File: src/rtl/uart_cmd_parser.sv
// Host command framer for the PGM8755 UART link: SYNC CMD ADDR_H ADDR_L LEN DATA[LEN] CHK.
// Buffers the payload, checks the XOR sum, answers ACK/NAK and hands good commands to the core.
module uart_cmd_parser #(
  parameter int unsigned CLK_RATE       = 50000000,
  parameter int unsigned TIMEOUT_CYCLES = 50000,
  parameter int unsigned MAX_LEN        = 16,
  parameter int unsigned LEN_W          = 5,
  parameter int unsigned ADDR_W         = 11,
  parameter logic [7:0]  SYNC_BYTE      = 8'h55,
  parameter logic [7:0]  ACK_BYTE       = 8'h06,
  parameter logic [7:0]  NAK_BYTE       = 8'h15
) (
  input  logic              clk,
  input  logic              rst,
  input  logic [7:0]        rx_data,
  input  logic              new_rx_data,
  input  logic              tx_busy,
  output logic [7:0]        tx_data,
  output logic              new_tx_data,
  output logic              cmd_valid,
  input  logic              cmd_ready,
  output logic [7:0]        cmd,
  output logic [ADDR_W-1:0] cmd_addr,
  output logic [LEN_W-1:0]  cmd_len,
  input  logic [LEN_W-1:0]  buf_raddr,
  output logic [7:0]        buf_rdata,
  output logic              err_chk,
  output logic              err_timeout
);

  localparam int unsigned IDX_W = (MAX_LEN > 1) ? $clog2(MAX_LEN) : 1;
  localparam int unsigned CNT_W = (TIMEOUT_CYCLES > 1) ? $clog2(TIMEOUT_CYCLES) : 1;

  // Elaboration guard: the length field must hold MAX_LEN and the clock must be real.
  if (LEN_W < $clog2(MAX_LEN + 1) || MAX_LEN > 255 || CLK_RATE == 0) begin : g_param_err
    $error("uart_cmd_parser: inconsistent parameters");
  end

  typedef enum logic [3:0] {
    S_IDLE, S_CMD, S_ADDR_H, S_ADDR_L, S_LEN, S_DATA, S_CHK, S_RESP, S_HOLD
  } state_e;

  state_e            state_q, state_d;
  logic [7:0]        acc_q, acc_d;
  logic [CNT_W-1:0]  cnt_q, cnt_d;
  logic [LEN_W-1:0]  idx_q, idx_d;
  logic              good_q, good_d;
  logic [7:0]        addr_h_q, addr_h_d;
  logic [7:0]        tx_data_q, tx_data_d;
  logic              new_tx_q, new_tx_d;
  logic              cmd_valid_q, cmd_valid_d;
  logic [7:0]        cmd_q, cmd_d;
  logic [ADDR_W-1:0] cmd_addr_q, cmd_addr_d;
  logic [LEN_W-1:0]  cmd_len_q, cmd_len_d;
  logic              err_chk_q, err_chk_d;
  logic              err_to_q, err_to_d;
  logic              buf_we_c;
  logic              parsing_c;
  logic [7:0]        buf_q [MAX_LEN];

  always_ff @(posedge clk or negedge rst) begin
    if (!rst) begin
      state_q     <= S_IDLE;
      acc_q       <= '0;
      cnt_q       <= '0;
      idx_q       <= '0;
      good_q      <= 1'b0;
      addr_h_q    <= '0;
      tx_data_q   <= '0;
      new_tx_q    <= 1'b0;
      cmd_valid_q <= 1'b0;
      cmd_q       <= '0;
      cmd_addr_q  <= '0;
      cmd_len_q   <= '0;
      err_chk_q   <= 1'b0;
      err_to_q    <= 1'b0;
    end else begin
      state_q     <= state_d;
      acc_q       <= acc_d;
      cnt_q       <= cnt_d;
      idx_q       <= idx_d;
      good_q      <= good_d;
      addr_h_q    <= addr_h_d;
      tx_data_q   <= tx_data_d;
      new_tx_q    <= new_tx_d;
      cmd_valid_q <= cmd_valid_d;
      cmd_q       <= cmd_d;
      cmd_addr_q  <= cmd_addr_d;
      cmd_len_q   <= cmd_len_d;
      err_chk_q   <= err_chk_d;
      err_to_q    <= err_to_d;
    end
  end

  // Payload store; contents are don't-care until written by a packet.
  always_ff @(posedge clk) begin
    if (buf_we_c) buf_q[idx_q[IDX_W-1:0]] <= rx_data;
  end

  assign parsing_c = (state_q inside {S_CMD, S_ADDR_H, S_ADDR_L, S_LEN, S_DATA, S_CHK});

  always_comb begin
    state_d     = state_q;
    acc_d       = acc_q;
    cnt_d       = cnt_q;
    idx_d       = idx_q;
    good_d      = good_q;
    addr_h_d    = addr_h_q;
    tx_data_d   = tx_data_q;
    new_tx_d    = 1'b0;
    cmd_valid_d = cmd_valid_q;
    cmd_d       = cmd_q;
    cmd_addr_d  = cmd_addr_q;
    cmd_len_d   = cmd_len_q;
    err_chk_d   = 1'b0;
    err_to_d    = 1'b0;
    buf_we_c    = 1'b0;

    if (!parsing_c || new_rx_data) cnt_d = '0;
    else                           cnt_d = cnt_q + CNT_W'(1);

    case (state_q)
      S_IDLE: begin
        if (new_rx_data && rx_data == SYNC_BYTE) begin
          state_d = S_CMD;
          acc_d   = '0;
          good_d  = 1'b0;
        end
      end
      S_CMD: begin
        if (new_rx_data) begin
          cmd_d   = rx_data;
          acc_d   = acc_q ^ rx_data;
          state_d = S_ADDR_H;
        end
      end
      S_ADDR_H: begin
        if (new_rx_data) begin
          addr_h_d = rx_data;
          acc_d    = acc_q ^ rx_data;
          state_d  = S_ADDR_L;
        end
      end
      S_ADDR_L: begin
        if (new_rx_data) begin
          cmd_addr_d = ADDR_W'({addr_h_q, rx_data});
          acc_d      = acc_q ^ rx_data;
          state_d    = S_LEN;
        end
      end
      S_LEN: begin
        if (new_rx_data) begin
          cmd_len_d = LEN_W'(rx_data);
          acc_d     = acc_q ^ rx_data;
          if (rx_data > 8'(MAX_LEN)) begin
            err_chk_d = 1'b1;
            tx_data_d = NAK_BYTE;
            state_d   = S_RESP;
          end else if (rx_data == 8'h00) begin
            state_d = S_CHK;
          end else begin
            idx_d   = '0;
            state_d = S_DATA;
          end
        end
      end
      S_DATA: begin
        if (new_rx_data) begin
          buf_we_c = 1'b1;
          acc_d    = acc_q ^ rx_data;
          idx_d    = idx_q + LEN_W'(1);
          if (idx_q + LEN_W'(1) == cmd_len_q) state_d = S_CHK;
        end
      end
      S_CHK: begin
        if (new_rx_data) begin
          if (rx_data == acc_q) begin
            tx_data_d = ACK_BYTE;
            good_d    = 1'b1;
          end else begin
            tx_data_d = NAK_BYTE;
            err_chk_d = 1'b1;
          end
          state_d = S_RESP;
        end
      end
      S_RESP: begin
        if (!tx_busy) begin
          new_tx_d = 1'b1;
          if (good_q) begin
            cmd_valid_d = 1'b1;
            state_d     = S_HOLD;
          end else begin
            state_d = S_IDLE;
          end
        end
      end
      S_HOLD: begin
        if (cmd_valid_q && cmd_ready) begin
          cmd_valid_d = 1'b0;
          state_d     = S_IDLE;
        end
      end
      default: state_d = S_IDLE;
    endcase

    // Inter-byte silence abandons the packet; a byte in the same cycle takes priority.
    if (parsing_c && !new_rx_data && cnt_q == CNT_W'(TIMEOUT_CYCLES - 1)) begin
      err_to_d = 1'b1;
      cnt_d    = '0;
      state_d  = S_IDLE;
    end
  end

  assign tx_data     = tx_data_q;
  assign new_tx_data = new_tx_q;
  assign cmd_valid   = cmd_valid_q;
  assign cmd         = cmd_q;
  assign cmd_addr    = cmd_addr_q;
  assign cmd_len     = cmd_len_q;
  assign err_chk     = err_chk_q;
  assign err_timeout = err_to_q;
  assign buf_rdata   = (buf_raddr < LEN_W'(MAX_LEN)) ? buf_q[buf_raddr[IDX_W-1:0]] : 8'h00;

endmodule

File: config.mk
export PLATFORM = sky130hd
export DESIGN_NAME = uart_cmd_parser
export DESIGN_NICKNAME = d
export VERILOG_FILES = /design/src/rtl/uart_cmd_parser.sv
export SDC_FILE = /design/constraint.sdc
export NUM_CORES = 1
export LEC_CHECK = 0
export BUFFER_PORTS_ARGS = -buffer_cell sky130_fd_sc_hd__buf_2
export CAP_MARGIN = 10
export CORE_MARGIN = 2
export CORE_UTILIZATION = 60
export CTS_BUF_LIST = sky130_fd_sc_hd__clkbuf_16
export CTS_CLUSTER_SIZE = 14
export DETAILED_ROUTE_END_ITERATION = 6
export MAX_ROUTING_LAYER = met4
export PLACE_DENSITY = 0.79
export SYNTH_ARGS = -nofsm -noshare
export SYNTH_HDL_FRONTEND = slang
export SYNTH_SLANG_ARGS = --single-unit
export TNS_END_PERCENT = 100
File: constraint.sdc
create_clock -name clk -period 3.2 [get_ports clk]
set_clock_uncertainty 0.05 [all_clocks]
set_input_delay 0.64 -clock clk [delete_from_list [all_inputs] [get_ports clk]]
set_output_delay 0.64 -clock clk [all_outputs]
set_load 0.02 [all_outputs]
After elaboration in Yosys (flattened, before gate mapping)

Memories as Yosys holds them, arrays and structs flattened.
Index checks and enable logic that the tools add are counted.

Flip-flop bits (word level): 73
Bits in latches: 0
RAM bits: 128
ROM bits: 0
Output and inout port bits: 44
Memories kept: 1

$add $sub $neg: 2
$mul: 0
Divide/modulo/power cells: 0
Magnitude comparators: 2
Equal/unequal tests: 34
Shift operators: 0
Mux-type cells: 51
Bitwise operators: 1
Reductions and logical operators: 26

Memory list:

| memory | depth | width | read ports | clocked after memory_dff | wr ports | RTL line | text |
|---|---|---|---|---|---|---|---|
| buf_q  | 16    | 8     | 1          | 0                        | 1        | 59       | `logic [7:0] buf_q [MAX_LEN];` |

Operator list:

| operator                                                      | number |
|---|---|
| two-way mux 4 bit                                             | 12 |
| two-way mux 8 bit                                             | 6 |
| one-hot mux 4 bit (9 select lines)                            | 1 |
| two-way mux 16 bit                                            | 2 |
| one-hot mux 8 bit (2 select lines)                            | 2 |
| two-way mux 5 bit                                             | 5 |
| != test 2 bit, second input constant                          | 9 |
| != test 3 x 2 -> 1 bit, second input constant                 | 6 |
| two-way mux 1 bit                                             | 17 |
| adder 16 x 1 -> 16 bit, second input constant                 | 1 |
| == test 16 bit, second input constant                         | 1 |
| == test 4 x 3 -> 1 bit, second input constant                 | 4 |
| AND reduction 4 bit                                           | 3 |
| one-hot mux 5 bit (2 select lines)                            | 1 |
| AND reduction 10 bit                                          | 1 |
| nonzero test 2 bit                                            | 5 |
| != test 3 bit, second input constant                          | 3 |
| == test 4 x 2 -> 1 bit, second input constant                 | 2 |
| == test 8 x 7 -> 1 bit, second input constant                 | 1 |
| == test 8 bit                                                 | 1 |
| greater-than comparator 8 x 5 -> 1 bit, second input constant | 1 |
| logical NOT 8 bit                                             | 1 |
| AND reduction 2 bit                                           | 4 |
| bitwise XOR 8 bit                                             | 1 |
| 17 further kinds                                              | 26 |

Logic depth before layout (Yosys ltp)

Depth after elaboration: 6
Mapped depth: 8
Depth with buffers taken out: 7

Least setup slack after synthesis

No wires, ideal clock.

Path type: input port to output port
Start: in buf_raddr[0]
End: out buf_rdata[0]
Data arrival time: 2.330 ns
Setup slack: 0.180 ns
Stages: 5
Path buffers: 2
Path through: clkbuf_1 > buf_2 > mux4_2 > mux4_2 > nor2b_1

Word-level cells in the longest chain between the ends: 2

Ends and longest elaborated chain:

| item                                                                     | RTL line | text |
|---|---|---|
| start, declared                                                          | 25       | `input logic [LEN_W-1:0] buf_raddr,` |
| memory (16 x 8 bit) / less-than comparator 5 bit (equally long branches) | --       |  |
| two-way mux 8 bit (*)                                                    | 223      | `assign buf_rdata = (buf_raddr < LEN_W'(MAX_LEN)) ? buf_q[buf_raddr[IDX_W-1:0]] : 8'h00;` |
| end, declared                                                            | 26       | `output logic [7:0] buf_rdata,` |

Every way passes the cells marked *; elsewhere a longest branch is shown, timed or not.

Worst setup path in the final report

Start: in buf_raddr[0]
End: out buf_rdata[5]

The elaborated chain is that of the path after synthesis.

==> results.txt <==
- Buffers from clock root to sink, at most: 2
- Largest driver fanout on the critical path: 16
- Max-cap violations in this run came to 0.
* Multi-input gate area in the final layout: approximately 0.0026 mm2
- Minimum hold slack: between 200 and 250 ps
- Iteration-0 DRC count of the detailed router: slightly above 500
- First-pass GRT wire length: 28.6 mm
- For this run the aggregate overflow at the end of global routing stands at 0.
* FF/Latch Area: 0.00555 mm2
- By area the synthesized netlist is led by sky130_fd_sc_hd__edfxtp_1 (46%), sky130_fd_sc_hd__dfrtp_1 (20%), sky130_fd_sc_hd__mux4_2 (11%).
- Reg2Reg Capture Point: buf_q[2][4]$_DFFE_PP_
- Largest net degree at the start of global routing: 37
- Starting Density: 0.609
* Number of fill cells: 916
- Placeable core area: 0.0138 mm2
* Number of rows in the core area: between 40 and 50
- Detailed routing placed a total of 1.33 mm of wire on met3.
- The number of failing hold endpoints at the final stage came to 0.
- After synthesis, the most frequently instantiated cells are sky130_fd_sc_hd__edfxtp_1 (128), sky130_fd_sc_hd__dfrtp_1 (68), sky130_fd_sc_hd__nor2_1 (45).
* Critical Path Sink Type: output pin
* Distinct cell type count of the synthesized netlist: 52
- Antenna violations before repair: 0
- The flow ran to the end, and the final reports show no timing, DRC or antenna violations.
* Met2 wire length: 9.31 mm
- At the worst endpoint, the arrival time is 2320 ps.
* Category of the worst setup path launch point: primary input
- Horizontal extent of the die: ~120 um
* Avg Cell Area, Syn: 15.3 um2
- Sequential power share: 0.474
- Post-synthesis sequential area ratio: 0.662
- Inserted Clock Buffers: 17
* Total GRT Usage: 0.276
* Min Clock Period, post-route: 3010 ps
* Pins over their slew limit: 0
- Setup repair after global routing left no endpoint under its margin.
* Number of setup violations in the final report: 0
* Part of the total power dissipated in the clock network: 0.290
* Routability congestion estimate: approximately 0.89
* Height of the chip: 122 um
- The largest individual stage delay along the critical path comes from the cell sky130_fd_sc_hd__mux4_2.
- Switch Pwr: 2.19 mW
* Logic depth of the worst register-to-register path: 5
- Dividing the final minimum period by the clock period gives 0.941.
* Yosys warning count: 0
- Reg2reg start: state_q[0]$_DFFE_PN0P_
- Buffers inserted to repair hold after CTS numbered 0.
- Num ports: 62
- CTS placed an instance of sky130_fd_sc_hd__clkbuf_16 at the clock tree root.
- Logic pwr share: 0.236
- Overall die area: 0.0149 mm2
- Netlist area before placement: 0.00838 mm2
* H-tree depth: 4
- Required time worst endpoint: 2510 ps
- The detailed router used layers up to and including met4.
- Clock edge transition at the registers on the reported setup and hold paths: 70 ps
- Achievable frequency: 0.332 GHz
- Number of global-route vias before repair: 5039
* Internal power contribution: 4.82 mW
- Class of the most critical setup path: primary input to output pin
- Measured against its own limit, the worst slew margin works out to 0.503.
- Summed over all cells, the static leakage comes to approximately 3.6 nW.
* Layout Area Growth over Synthesis: 13.9%
* Maximum resistive drop on vdd: about 0.00058 V
- Post-CTS Repair Setup Buffers: 0
- The most used flip-flop cell after synthesis is sky130_fd_sc_hd__edfxtp_1.
- Traced cell by cell, the critical path runs through buf_2 > buf_12 > mux4_2 > mux4_2 > nor2b_1 > buf_2.
- In the final routed layout, each cell accounts on average for 22.4 um.
- Yosys reg bits: about 200
* Setup slack of the most critical reg-to-reg path: between 400 and 500 ps
- In this run the power density over the cells is approximately 730 mW/mm2.
- Number of standard cells after synthesis: between 500 and 600
* Top cell type's share of synthesized area: 0.459
- The later pin in the worst-skew pair is clocked with a latency of 430 ps.
- Across all layers, the routed design uses 5048 vias.
- Yosys top cell by area: sky130_fd_sc_hd__edfxtp_1
* Most frequent cell after synthesis: sky130_fd_sc_hd__edfxtp_1
- Number of flops mapped to enable cells by yosys: 128
* Post-detail-place hpwl: 11.8 mm
- DR pass1 iterations: 5
* Clock tree from TritonCTS: built
- Delay of the slowest cell on the worst path: 520 ps
* Total Negative Setup Slacks: 0 ps
* Worst Tran Pin Value: about 750 ps
* Fraction of registers with async set or reset after synthesis: 0.347
- Net switching fraction of the power: 0.313
- In this run the remaining antenna-violating nets after routing total 0.
* Sinks on the clock net: 196
- For this block, wires on met1 add up to 7.27 mm.
- In this run the tool buffered the top-level ports with 57 buffer cells.
* Count of nets after finishing: 643
- DR DRC count: 0
* Total Wirelength: roughly 18 mm
- Layout cell share with drive strength beyond 1: 0.286
* Via count normalized by instance count: 6.21
- The repair_antennas step left the layout with diodes totalling 0.
* Post-cts resize count: 0
- In this run the worst hold path is classified as primary input to asynchronous set/reset pin.
-- registers in the layout, summed over array words and instances (netlist names), 3 cells and up --
register	flops
buf_q	128
cnt_q	16
cmd_addr	11
acc_q	8
cmd	8
cmd_len	5
idx_q	5
state_q	4
addr_h_q	3
tx_data	3
-- metrics by stage --
stage               cell area, um2  power, mW  utilization  std cells  setup WS, ps
floorplan                     8390       4.50            -        551           180
global placement              8990       4.92        0.653        781           220
detailed placement            8990       5.00        0.653        781           192
CTS                           9550       7.02        0.693        813           182
global route                  9550       7.32        0.693        813           128
finish                        9550       7.01        0.693        813           190
-- layer usage --
| layer | GRT usage | up-vias |
|---|---|---|
| li1 | - | 2178 |
| met1 | 0.370 | 2576 |
| met2 | 0.429 | 263 |
| met3 | 0.0581 | 31 |
| met4 | 0.0912 | 0 |
| met5 | - | - |
-- placed cells by master (no fill, tap or decap), types with 11 or more instances in the layout --
master                      instances
sky130_fd_sc_hd__inv_1             14
sky130_fd_sc_hd__xnor2_1           23
sky130_fd_sc_hd__buf_2             57
sky130_fd_sc_hd__nand2_1           28
sky130_fd_sc_hd__mux2_2            27
sky130_fd_sc_hd__nor2_1            45
sky130_fd_sc_hd__o21ai_0           13
sky130_fd_sc_hd__mux4_2            40
sky130_fd_sc_hd__clkbuf_16         17
sky130_fd_sc_hd__dfrtp_1           68
sky130_fd_sc_hd__edfxtp_1         128
sky130_fd_sc_hd__nand2b_1          12
sky130_fd_sc_hd__buf_4             23
sky130_fd_sc_hd__nor2b_1           17
sky130_fd_sc_hd__nor3_1            11
-- critical path: cells and delay by family --
family	cells	cell delay, ps
mux	2	990
buf+inv	3	510
simple gates	1	170
-- power by group through the flow --
stage	clock network [mW]	logic, mW	registers (mW)
after floorplan	0	1.05	3.46
after global placement	0	1.58	3.34
after detailed placement	0	1.64	3.37
after CTS	2.05	1.66	3.32
after global routing	2.14	1.81	3.37
final	2.03	1.65	3.33
-- area by class of cell --
type	instances	share of cell area
Clock buffer	17	0.0446
Clock inverter	15	0.0139
Inverter	11	0.00432
Multi-Input combinational cell	310	0.277
Sequential cell	196	0.581
Tap cell	180	0.0236
Timing Repair Buffer	84	0.0563
-- how the worst max path moves through the flow --
stage                 start           end  slack [ps]  cells past startpoint
2_1_floorplan  buf_raddr[0]  buf_rdata[0]         180                      5
3_3_place_gp   buf_raddr[0]  buf_rdata[3]         220                      6
3_5_place_dp   buf_raddr[0]  buf_rdata[0]         190                      6
4_1_cts        buf_raddr[0]  buf_rdata[0]         180                      6
5_1_grt        buf_raddr[0]  buf_rdata[3]         130                      6
6_report       buf_raddr[0]  buf_rdata[5]         190                      6
-- cells by family after synthesis --
| logic type | synth area share |
|---|---|
| compound gates | 0.0321 |
| xor+xnor | 0.0293 |
| fa+ha+maj | 0.00746 |
| buf+inv | 0.0248 |
| flops | 0.662 |
| mux | 0.147 |
| other cells | 0.000447 |
| simple gates | 0.0970 |
(Power assumes the default switching activity.)
